===== src/rtl/seq_signed_multiplier_if.sv =====
// -----------------------------------------------------------------------------
// seq_signed_multiplier_if
// Handshake and operand/result bundle for seq_signed_multiplier.
//   start        : level request, sampled by the multiplier while idle
//   signed_mode  : 1 = operands are two's complement, 0 = unsigned
//   multiplier   : operand B (W bits)
//   multiplicand : operand A (W bits)
//   product      : 2W-bit result (two's complement in signed mode)
//   magnitude    : 2W-bit absolute value of the result
//   negative     : result is strictly negative
//   done         : result valid (multiplier in FINISH)
//   busy         : multiplication in progress (multiplier in RUN)
// master = requester side, slave = multiplier side.
// -----------------------------------------------------------------------------
interface seq_signed_multiplier_if #(
  parameter int W = 8
) ();
  logic             start;
  logic             signed_mode;
  logic [W-1:0]     multiplier;
  logic [W-1:0]     multiplicand;
  logic [2*W-1:0]   product;
  logic [2*W-1:0]   magnitude;
  logic             negative;
  logic             done;
  logic             busy;

  modport master (
    output start, signed_mode, multiplier, multiplicand,
    input  product, magnitude, negative, done, busy
  );

  modport slave (
    input  start, signed_mode, multiplier, multiplicand,
    output product, magnitude, negative, done, busy
  );
endinterface


===== src/rtl/seq_signed_multiplier.sv =====
// -----------------------------------------------------------------------------
// seq_signed_multiplier
// Sequential shift-add multiplier with selectable signed/unsigned operands.
// Operands are converted to sign/magnitude at load, the magnitudes are
// multiplied one multiplier bit per clock, and the sign is re-applied when the
// result is written. Produces a two's-complement product plus a
// (negative, magnitude) pair for the BCD/display path.
//
// Ports:
//   clk  : system clock, rising edge
//   rst  : asynchronous active-low reset (0 = reset)
//   bus  : seq_signed_multiplier_if.slave (start/done/busy handshake,
//          operands, product/magnitude/negative results)
//
// Parameters:
//   IN_WIDTH : operand width W (W >= 2); product/magnitude are 2W bits.
//
// Optional feature (compile-time macro SEQ_MULT_EARLY_EXIT_EN):
//   When defined, RUN finishes as soon as the remaining multiplier bits are
//   all zero, so latency tracks the highest set bit of |multiplier|.
//   When undefined, latency is always W edges after the load edge.
// -----------------------------------------------------------------------------
module seq_signed_multiplier #(
  parameter int IN_WIDTH = 8
) (
  input  logic                    clk,
  input  logic                    rst,
  seq_signed_multiplier_if.slave  bus
);

  localparam int W  = IN_WIDTH;
  localparam int PW = 2 * W;
  localparam int CW = $clog2(W + 1);

  // Explicit encoding; 2'b11 is illegal and falls back to IDLE.
  typedef enum logic [1:0] {
    ST_IDLE   = 2'b00,
    ST_RUN    = 2'b01,
    ST_FINISH = 2'b10
  } state_e;

  state_e          state_q, state_d;
  logic [PW-1:0]   a_q, a_d;
  logic [W-1:0]    b_q, b_d;
  logic [PW-1:0]   acc_q, acc_d;
  logic [CW-1:0]   cnt_q, cnt_d;
  logic            sign_q, sign_d;
  logic [PW-1:0]   product_q, product_d;
  logic [PW-1:0]   magnitude_q, magnitude_d;
  logic            negative_q, negative_d;

  logic [W-1:0]    abs_mcand;
  logic [W-1:0]    abs_mplier;
  logic [PW-1:0]   acc_final;
  logic            last_iter;
  logic            finish_now;
  logic            res_neg;

  // |x| for the load edge. -2^(W-1) negates to itself, which read as unsigned
  // is exactly 2^(W-1), so no extra bit is needed.
  function automatic logic [W-1:0] abs_op(input logic [W-1:0] x, input logic sm);
    return (sm && x[W-1]) ? -x : x;
  endfunction

  assign abs_mcand  = abs_op(bus.multiplicand, bus.signed_mode);
  assign abs_mplier = abs_op(bus.multiplier, bus.signed_mode);

  // Accumulator value including this edge's conditional add. Both operands are
  // magnitudes < 2^W, so the 2W-bit sum never overflows.
  assign acc_final  = acc_q + (b_q[0] ? a_q : '0);
  assign last_iter  = (cnt_q == CW'(W - 1));
  assign res_neg    = sign_q & (|acc_final);

  // ---------------------------------------------------------------------------
  // Next-state / datapath
  // ---------------------------------------------------------------------------
  always_comb begin
    // NOTE: every variable gets a hold/default value first so no path through
    // the case statement leaves one unassigned, which would infer a latch.
    state_d     = state_q;
    a_d         = a_q;
    b_d         = b_q;
    acc_d       = acc_q;
    cnt_d       = cnt_q;
    sign_d      = sign_q;
    product_d   = product_q;
    magnitude_d = magnitude_q;
    negative_d  = negative_q;
    finish_now  = 1'b0;

    case (state_q)
      ST_IDLE: begin
        if (bus.start) begin
          a_d     = PW'(abs_mcand);
          b_d     = abs_mplier;
          sign_d  = bus.signed_mode &
                    (bus.multiplicand[W-1] ^ bus.multiplier[W-1]);
          acc_d   = '0;
          cnt_d   = '0;
          state_d = ST_RUN;
        end
      end

      ST_RUN: begin
        finish_now = last_iter;
`ifdef SEQ_MULT_EARLY_EXIT_EN
        // With B == 0, b_q[0] is 0 so acc_final already equals acc_q:
        // the early write uses the current accumulator with no add.
        if (b_q == '0) begin
          finish_now = 1'b1;
        end
`endif
        acc_d = acc_final;
        a_d   = a_q << 1;
        b_d   = b_q >> 1;
        cnt_d = cnt_q + CW'(1);
        if (finish_now) begin
          state_d     = ST_FINISH;
          magnitude_d = acc_final;
          negative_d  = res_neg;
          product_d   = res_neg ? -acc_final : acc_final;
        end
      end

      ST_FINISH: begin
        // Held start keeps the result on display; no automatic restart.
        if (!bus.start) begin
          state_d = ST_IDLE;
        end
      end

      default: begin
        state_d = ST_IDLE;
      end
    endcase
  end

  // ---------------------------------------------------------------------------
  // State registers
  // ---------------------------------------------------------------------------
  // NOTE: sequential state uses non-blocking assignments so every register
  // samples its _d value from before the edge, independent of statement order.
  always_ff @(posedge clk or negedge rst) begin
    if (!rst) begin
      state_q     <= ST_IDLE;
      a_q         <= '0;
      b_q         <= '0;
      acc_q       <= '0;
      cnt_q       <= '0;
      sign_q      <= 1'b0;
      product_q   <= '0;
      magnitude_q <= '0;
      negative_q  <= 1'b0;
    end else begin
      state_q     <= state_d;
      a_q         <= a_d;
      b_q         <= b_d;
      acc_q       <= acc_d;
      cnt_q       <= cnt_d;
      sign_q      <= sign_d;
      product_q   <= product_d;
      magnitude_q <= magnitude_d;
      negative_q  <= negative_d;
    end
  end

  // ---------------------------------------------------------------------------
  // Outputs: results are registers; done/busy decode the registered state only.
  // ---------------------------------------------------------------------------
  assign bus.product   = product_q;
  assign bus.magnitude = magnitude_q;
  assign bus.negative  = negative_q;
  assign bus.busy      = (state_q == ST_RUN);
  assign bus.done      = (state_q == ST_FINISH);

endmodule

===== src/flat_wrapper.sv =====
// flat-port wrapper written by rule: the top's interface ports become plain ports
module seq_signed_multiplier_flat 
#(
  parameter int IN_WIDTH = 8
)
  (clk, rst, bus_start, bus_signed_mode, bus_multiplier, bus_multiplicand, bus_product, bus_magnitude, bus_negative, bus_done, bus_busy);
  seq_signed_multiplier_if bus_i ();
  input  logic clk;
  input  logic rst;
  input wire logic [$bits(bus_i.start)-1:0] bus_start;
  input wire logic [$bits(bus_i.signed_mode)-1:0] bus_signed_mode;
  input wire logic [$bits(bus_i.multiplier)-1:0] bus_multiplier;
  input wire logic [$bits(bus_i.multiplicand)-1:0] bus_multiplicand;
  output wire logic [$bits(bus_i.product)-1:0] bus_product;
  output wire logic [$bits(bus_i.magnitude)-1:0] bus_magnitude;
  output wire logic [$bits(bus_i.negative)-1:0] bus_negative;
  output wire logic [$bits(bus_i.done)-1:0] bus_done;
  output wire logic [$bits(bus_i.busy)-1:0] bus_busy;
  assign bus_i.start = bus_start;
  assign bus_i.signed_mode = bus_signed_mode;
  assign bus_i.multiplier = bus_multiplier;
  assign bus_i.multiplicand = bus_multiplicand;
  assign bus_product = bus_i.product;
  assign bus_magnitude = bus_i.magnitude;
  assign bus_negative = bus_i.negative;
  assign bus_done = bus_i.done;
  assign bus_busy = bus_i.busy;
  seq_signed_multiplier #(.IN_WIDTH(IN_WIDTH)) u_core (.clk(clk), .rst(rst), .bus(bus_i));
endmodule

===== config.mk =====
export PLATFORM = sky130hd
export DESIGN_NAME = seq_signed_multiplier_flat
export DESIGN_NICKNAME = d
export VERILOG_FILES = /design/src/rtl/seq_signed_multiplier_if.sv /design/src/rtl/seq_signed_multiplier.sv /design/src/flat_wrapper.sv
export SDC_FILE = /design/constraint.sdc
export NUM_CORES = 1
export LEC_CHECK = 0
export ABC_CLOCK_PERIOD_IN_PS = 3150
export CORE_MARGIN = 2
export CORE_UTILIZATION = 51
export CTS_CLUSTER_DIAMETER = 60
export DETAILED_ROUTE_END_ITERATION = 10
export HOLD_SLACK_MARGIN = 0.12
export PLACE_DENSITY = 0.87
export SYNTH_ARGS = -nofsm -noshare
export SYNTH_HDL_FRONTEND = slang
export SYNTH_SLANG_ARGS = --single-unit
export TNS_END_PERCENT = 50

===== constraint.sdc =====
create_clock -name clk -period 3.15 [get_ports clk]
set_input_delay 0.63 -clock clk [delete_from_list [all_inputs] [get_ports clk]]
set_output_delay 0.63 -clock clk [all_outputs]
set_load 0.01 [all_outputs]

After elaboration in Yosys (flattened, before gate mapping)
Index checks and enable logic that the tools add are counted.
{"block": "word_totals", "in_bits": 20, "ff_bits": 80, "word_cells": 48}
{"block": "op_classes", "addsub": 5, "eq_ne": 6, "reduce_logical": 9, "mux": 16, "bitwise": 3}
{"cell": "two-way mux 16 bit", "n": 4}
{"cell": "one-hot mux 16 bit (2 select lines)", "n": 2}
{"cell": "two-way mux 8 bit", "n": 3}
{"cell": "adder 16 bit", "n": 1}
{"cell": "negation 16 bit", "n": 1}
{"cell": "negation 8 bit", "n": 2}
{"cell": "one-hot mux 8 bit (2 select lines)", "n": 1}
{"cell": "OR reduction 16 bit", "n": 1}
{"cell": "one-hot mux 4 bit (2 select lines)", "n": 1}
{"cell": "two-way mux 2 bit", "n": 3}
{"cell": "one-hot mux 2 bit (3 select lines)", "n": 1}
{"cell": "AND reduction 2 bit", "n": 3}
{"cell": "adder 4 x 1 -> 4 bit (second input constant)", "n": 1}
{"cell": "equality test 4 x 3 -> 1 bit (second input constant)", "n": 1}
{"cell": "two-way mux 4 bit", "n": 1}
{"cell": "inequality test 2 bit (second input constant)", "n": 2}
{"cell": "AND reduction 3 bit", "n": 1}
{"cell": "AND 1 bit", "n": 2}
{"cell": "equality test 2 x 1 -> 1 bit (second input constant)", "n": 1}
{"cell": "equality test 2 bit (second input constant)", "n": 1}
{"cell": "logical AND 1 bit", "n": 2}
{"cell": "zero test 2 bit", "n": 1}
{"cell": "inequality test 2 x 1 -> 1 bit (second input constant)", "n": 1}
{"cell": "nonzero test 2 bit", "n": 1}
{"cell": "XOR 1 bit", "n": 1}

Logic depth before layout (Yosys ltp)
{"block": "logic_depth", "ltp_word": 5, "ltp_mapped": 13}

Worst setup path before layout
OpenSTA, ideal clock, no wires.
{"block": "synth_timing", "path_type": "flip-flop to flip-flop", "startpoint": "register u_core.b_q[0]", "endpoint": "register u_core.product_q[1], in the netlist u_core.bus.product[1]", "setup_slack_ps": 59, "stages_incl_launch_ff": 13, "setup_time_ps": 73, "arrival_ps": 3018, "n_path_buf": 1, "required_ps": 3077, "path_cell_list": "dfrtp_1 -> clkbuf_1 -> nand2_1 -> inv_1 -> ha_1 -> a211oi_2 -> o211ai_2 -> and3_4 -> or4_4 -> a211oi_4 -> nand4_2 -> mux2_4 -> a21oi_2"}
{"block": "synth_via", "elab_chain_len": 5, "word_cells_on_any_way": 6, "cone_classes": "add/sub: 2; mux: 2; bitwise: 1; reduce/logical: 1"}
{"item": "from (decl)", "line": "seq_signed_multiplier.sv:44", "text": "logic [W-1:0] b_q, b_d;"}
{"item": "from (signal assigned)", "line": "seq_signed_multiplier.sv:147", "text": "b_q <= '0;"}
{"item": "from (signal assigned)", "line": "seq_signed_multiplier.sv:157", "text": "b_q <= b_d;"}
{"item": "two-way mux 16 bit *", "line": "seq_signed_multiplier.sv:70", "text": "assign acc_final = acc_q + (b_q[0] ? a_q : '0);"}
{"item": "adder 16 bit *", "line": "seq_signed_multiplier.sv:70"}
{"item": "parallel branches: the longest is 2 deep, another holds negation 16 bit"}
{"item": "two-way mux 16 bit *", "line": "seq_signed_multiplier.sv:121", "text": "product_d = res_neg ? -acc_final : acc_final;"}
{"item": "to (signal assigned)", "line": "seq_signed_multiplier.sv:161", "text": "product_q <= product_d;"}
{"item": "to (decl)", "line": "seq_signed_multiplier.sv:48", "text": "logic [PW-1:0] product_q, product_d;"}
Every way passes the cells marked *.
A chain may end at the register's enable or synchronous reset.

Worst setup path after layout
Ends and elaborated chain as after synthesis.

==> metrics.md <==
| Metric | Value |
|---|---|
| Status | `finished clean` |
| DRC | `0` |
| Antenna violations before repair | `0` |
| # port buffers | `54` |
| Hold Violations, Final | `0` |
| Post-DP HPWL | `9100 µm` |
| Primary FF master, synth | `dfrtp_1` |
| Synth warn | `0` |
| # setup viols final | `0` |
| R2R Path Start | `u_core.b_q[0]` |
| Drt initial violations | `243` |
| Unique masters post-synth | `61` |
| Setup TNS | `0 ns` |
| Max Slew Vio Count | `0` |
| CP endpoint kind | `flip-flop` |
| Post-route ant nets | `0` |
| Layout area overhead | `27.2%` |
| Root buf cell | `clkbuf_8` |
| Worst setup SP type | `flip-flop` |
| Leakage dissipation | `2.71 nW` |
| CP Buf/Inv Count | `1` |
| Core Box Area | `9150 µm²` |
| Htree depth | `3` |
| Reg2Reg Depth | `11` |
| Reg clk slew, reported paths | `0.08 ns` |
| Net Count, Synth | `582` |
| Worst R2R Setup Slack | `0.08 ns` |
| Drt pass-1 iters | `5` |
| Mapped Cells | `542` |
| GP Congestion | `0.888` |
| Post-synth EDFFs | `0` |
| Vias in the first global route | `4338` |
| Count of hold-fix buffers inserted at cts | `0` |
| Min Tclk post-route | `3.07 ns` |
| Worst min-delay path class | `in -> async` |
| Critical path type | `reg -> reg` |
| Max-cap violations | `0` |
| Sequential share of the synthesized area | `0.413` |
| Final Cycle Share | `0.974` |
| Die H | `101 µm` |
| WP data arrival | `3.33 ns` |
| DR vias/cell | `6.02` |
| Mapped Area | `4780 µm²` |
| CTS tree | `built` |
| Final core utilization | `0.665` |
| Grt total ovfl | `0` |
| RSZ-0062 raised after global routing | `true` |
| CTS Buffer Depth | `2` |
| Largest net degree at the start of global routing | `80` |
| Fmax | `0.326 GHz` |
| Pwr Density | `919 nW/µm²` |
| Slowest CP cell | `or4_4` |
| Share of layout cells above drive strength 1 | `0.168` |
| Vias | `4460` |
| CP required | `3.42 ns` |
| Fill cells | `684` |
| Ports | `55` |
| Worst-path fanout max | `12` |
| Slew @ Worst Pin | `0.962 ns` |
| GRT Total Usage | `0.249` |
| Share of flip-flops with an asynchronous set or reset | `1.00` |
| Width of the die | `101 µm` |
| Initial Utilization | `0.522` |
| Syn_area_per_cell | `8.82 µm²` |
| Clock Latency Late Sink | `0.34 ns` |
| Reg-to-reg endpoint | `u_core.bus.product[1]` |
| CP Depth | `11` |
| Total length of routed wires | `12400 µm` |
| Layout Nets | `666` |
| FP Rows | `35` |
| CTS sink count | `79` |
| # diodes | `0` |
| Max rail drop VDD | `480 µV` |
| Routed WL per cell | `16.7 µm` |
| First-pass GRT wire length | `20100 µm` |
| Worst path most repeated cell | `a21oi_2` |
| Clock buffer count from CTS | `9` |
| Die area | `10200 µm²` |
| Clk_skew | `0.00816 ns` |
| CP top delay family | `simple AND/OR/NAND/NOR gates` |
| Worst path cell trace | `buf_4, and2_1, ha_4, a21oi_2, o211ai_2, and3_4, or4_4, a211oi_4, nand4_2, mux2_4, a21oi_2` |
| Max-slew headroom | `0.359` |
| Yosys reg bits | `79` |
| Critical path's largest stage delay | `0.50 ns` |
==> sequential cells by signal (all words and copies together) (netlist names), 2 cells and up <==
signal,cells
u_core.state_q,2
u_core.cnt_q,4
u_core.a_q,16
u_core.b_q,8
u_core.acc_q,16
u_core.bus.magnitude,16
u_core.bus.product,15
==> worst reg2reg max path: cells and delay by family, from the launching register on <==
| kind | cells | cell delay, ns |
|---|---|---|
| DFF | 1 | 0.41 |
| AOI/OAI and AO/OA | 4 | 0.77 |
| muxes | 1 | 0.33 |
| buffers and inverters | 1 | 0.18 |
| adders and majority gates | 1 | 0.24 |
| and+or+nand+nor | 4 | 1.05 |
==> area by class of cell <==
type                            instances  area (µm²)  share of cell area
Sequential cell                        79        1980               0.325
Clock buffer                           11         141              0.0232
Clock inverter                          4        22.5             0.00370
Timing Repair Buffer                   95         850               0.140
Multi-Input combinational cell        423        2890               0.475
Tap cell                              111         139              0.0228
Inverter                               18        67.6              0.0111
==> through the flow <==
stage / worst slack (ns) / power (mW) / area [µm²] / std cells / hold slack (ns)
floorplan: 0.0585 / 3.45 / 4780 / 542 / 0.334
global placement: 0.133 / 4.48 / 5620 / 717 / 0.459
detailed placement: 0.0124 / 4.62 / 5620 / 717 / 0.463
CTS: 0.0147 / 5.26 / 5780 / 732 / 0.469
global route: -0.0574 / 5.99 / 6080 / 741 / 0.509
finish: 0.0813 / 5.59 / 6080 / 741 / 0.444
==> how the worst max path moves through the flow <==
stage                            end  slack [ns]     startpoint
6_report       u_core.bus.product[1]        0.08  u_core.b_q[0]
5_1_grt        u_core.bus.product[1]       -0.06  u_core.b_q[0]
4_1_cts        u_core.bus.product[1]        0.01  u_core.b_q[0]
3_5_place_dp   u_core.bus.product[1]        0.01  u_core.b_q[0]
3_3_place_gp   u_core.bus.product[1]        0.13  u_core.b_q[0]
2_1_floorplan  u_core.bus.product[1]        0.06  u_core.b_q[0]
==> kinds of logic after synthesis <==
logic type | count (synthesis) | synth area share
XOR/XNOR | 25 | 0.0458
multiplexers | 3 | 0.00759
flip-flops | 79 | 0.413
buffers and inverters | 40 | 0.0324
adder cells (fa/ha/maj) | 20 | 0.0539
AND/OR/NAND/NOR | 198 | 0.192
AO/OA/AOI/OAI | 177 | 0.255
==> where the power goes <==
group          internal, mW  switching [mW]
sequential             1.40           0.323
clock                 0.300           0.350
combinational          1.47            1.75
total                  3.17            2.42
==> placed cells by master, fill, tap and decap left out, types with 3 or more instances in the layout <==
master	instances
nor2_1	32
buf_4	41
o21ai_0	51
dfrtp_1	79
clkbuf_8	10
xnor2_1	9
o22ai_1	8
a221oi_1	3
clkinv_2	3
xor2_1	16
a21oi_2	4
clkdlybuf4s50_1	53
nand2_1	95
a211oi_1	5
o31ai_1	3
a22oi_1	8
nand3_1	11
and2_1	16
nand4_1	3
ha_1	12
nor3_1	12
a21oi_1	22
ha_4	5
a211oi_4	3
inv_1	16
and3_1	4
or3_1	3
o21a_1	4
a22o_1	17
a21o_1	10
a31oi_1	7
==> Yosys cell counts (all sizes together), types with 2 or more instances <==
cell type	number	area, µm²
or2	2	12.5
o31ai	5	37.5
ha	19	238
o31a	2	17.5
nor2b	3	18.8
xnor2	9	78.8
buf	2	12.5
a21oi	27	143
nor3	15	75.1
nor2	33	124
nand2	95	357
o311ai	3	26.3
or3	3	18.8
o32ai	2	17.5
and3	5	36.3
a22o	17	149
xor2	16	140
a22oi	8	60.1
o211ai	5	52.6
o21ai	55	275
nor4	4	37.5
nand3	11	55.1
o22ai	8	50.1
o211a	2	20.0
a211oi	10	110
inv	17	63.8
mux2	2	26.3
and2	17	106
nand4	4	31.3
a221oi	3	26.3
nand2b	2	12.5
o21a	4	30.0
a31oi	7	43.8
a21o	10	75.1
clkbuf	20	75.1
nor3b	3	22.5
dfrtp	79	1980
==> metal layers <==
| metal | vias up | routed length [µm] | GRT usage |
|---|---|---|---|
| li1 | 2128 | - | - |
| met4 | 0 | 376 | 0.132 |
| met5 | - | 0 | 0 |
| met1 | 2137 | 5310 | 0.316 |
| met2 | 164 | 6100 | 0.408 |
| met3 | 31 | 601 | 0.0381 |
==> timing repair <==
| action | CTS | global route |
|---|---|---|
| buffers inserted | 0 | 9 |
| hold endpoints to repair | 0 | 0 |
| setup endpoints to repair | 1 | 11 |
| resized for setup | 0 | 41 |
| pin swaps | 1 | 15 |
(Power assumes the default switching activity.)
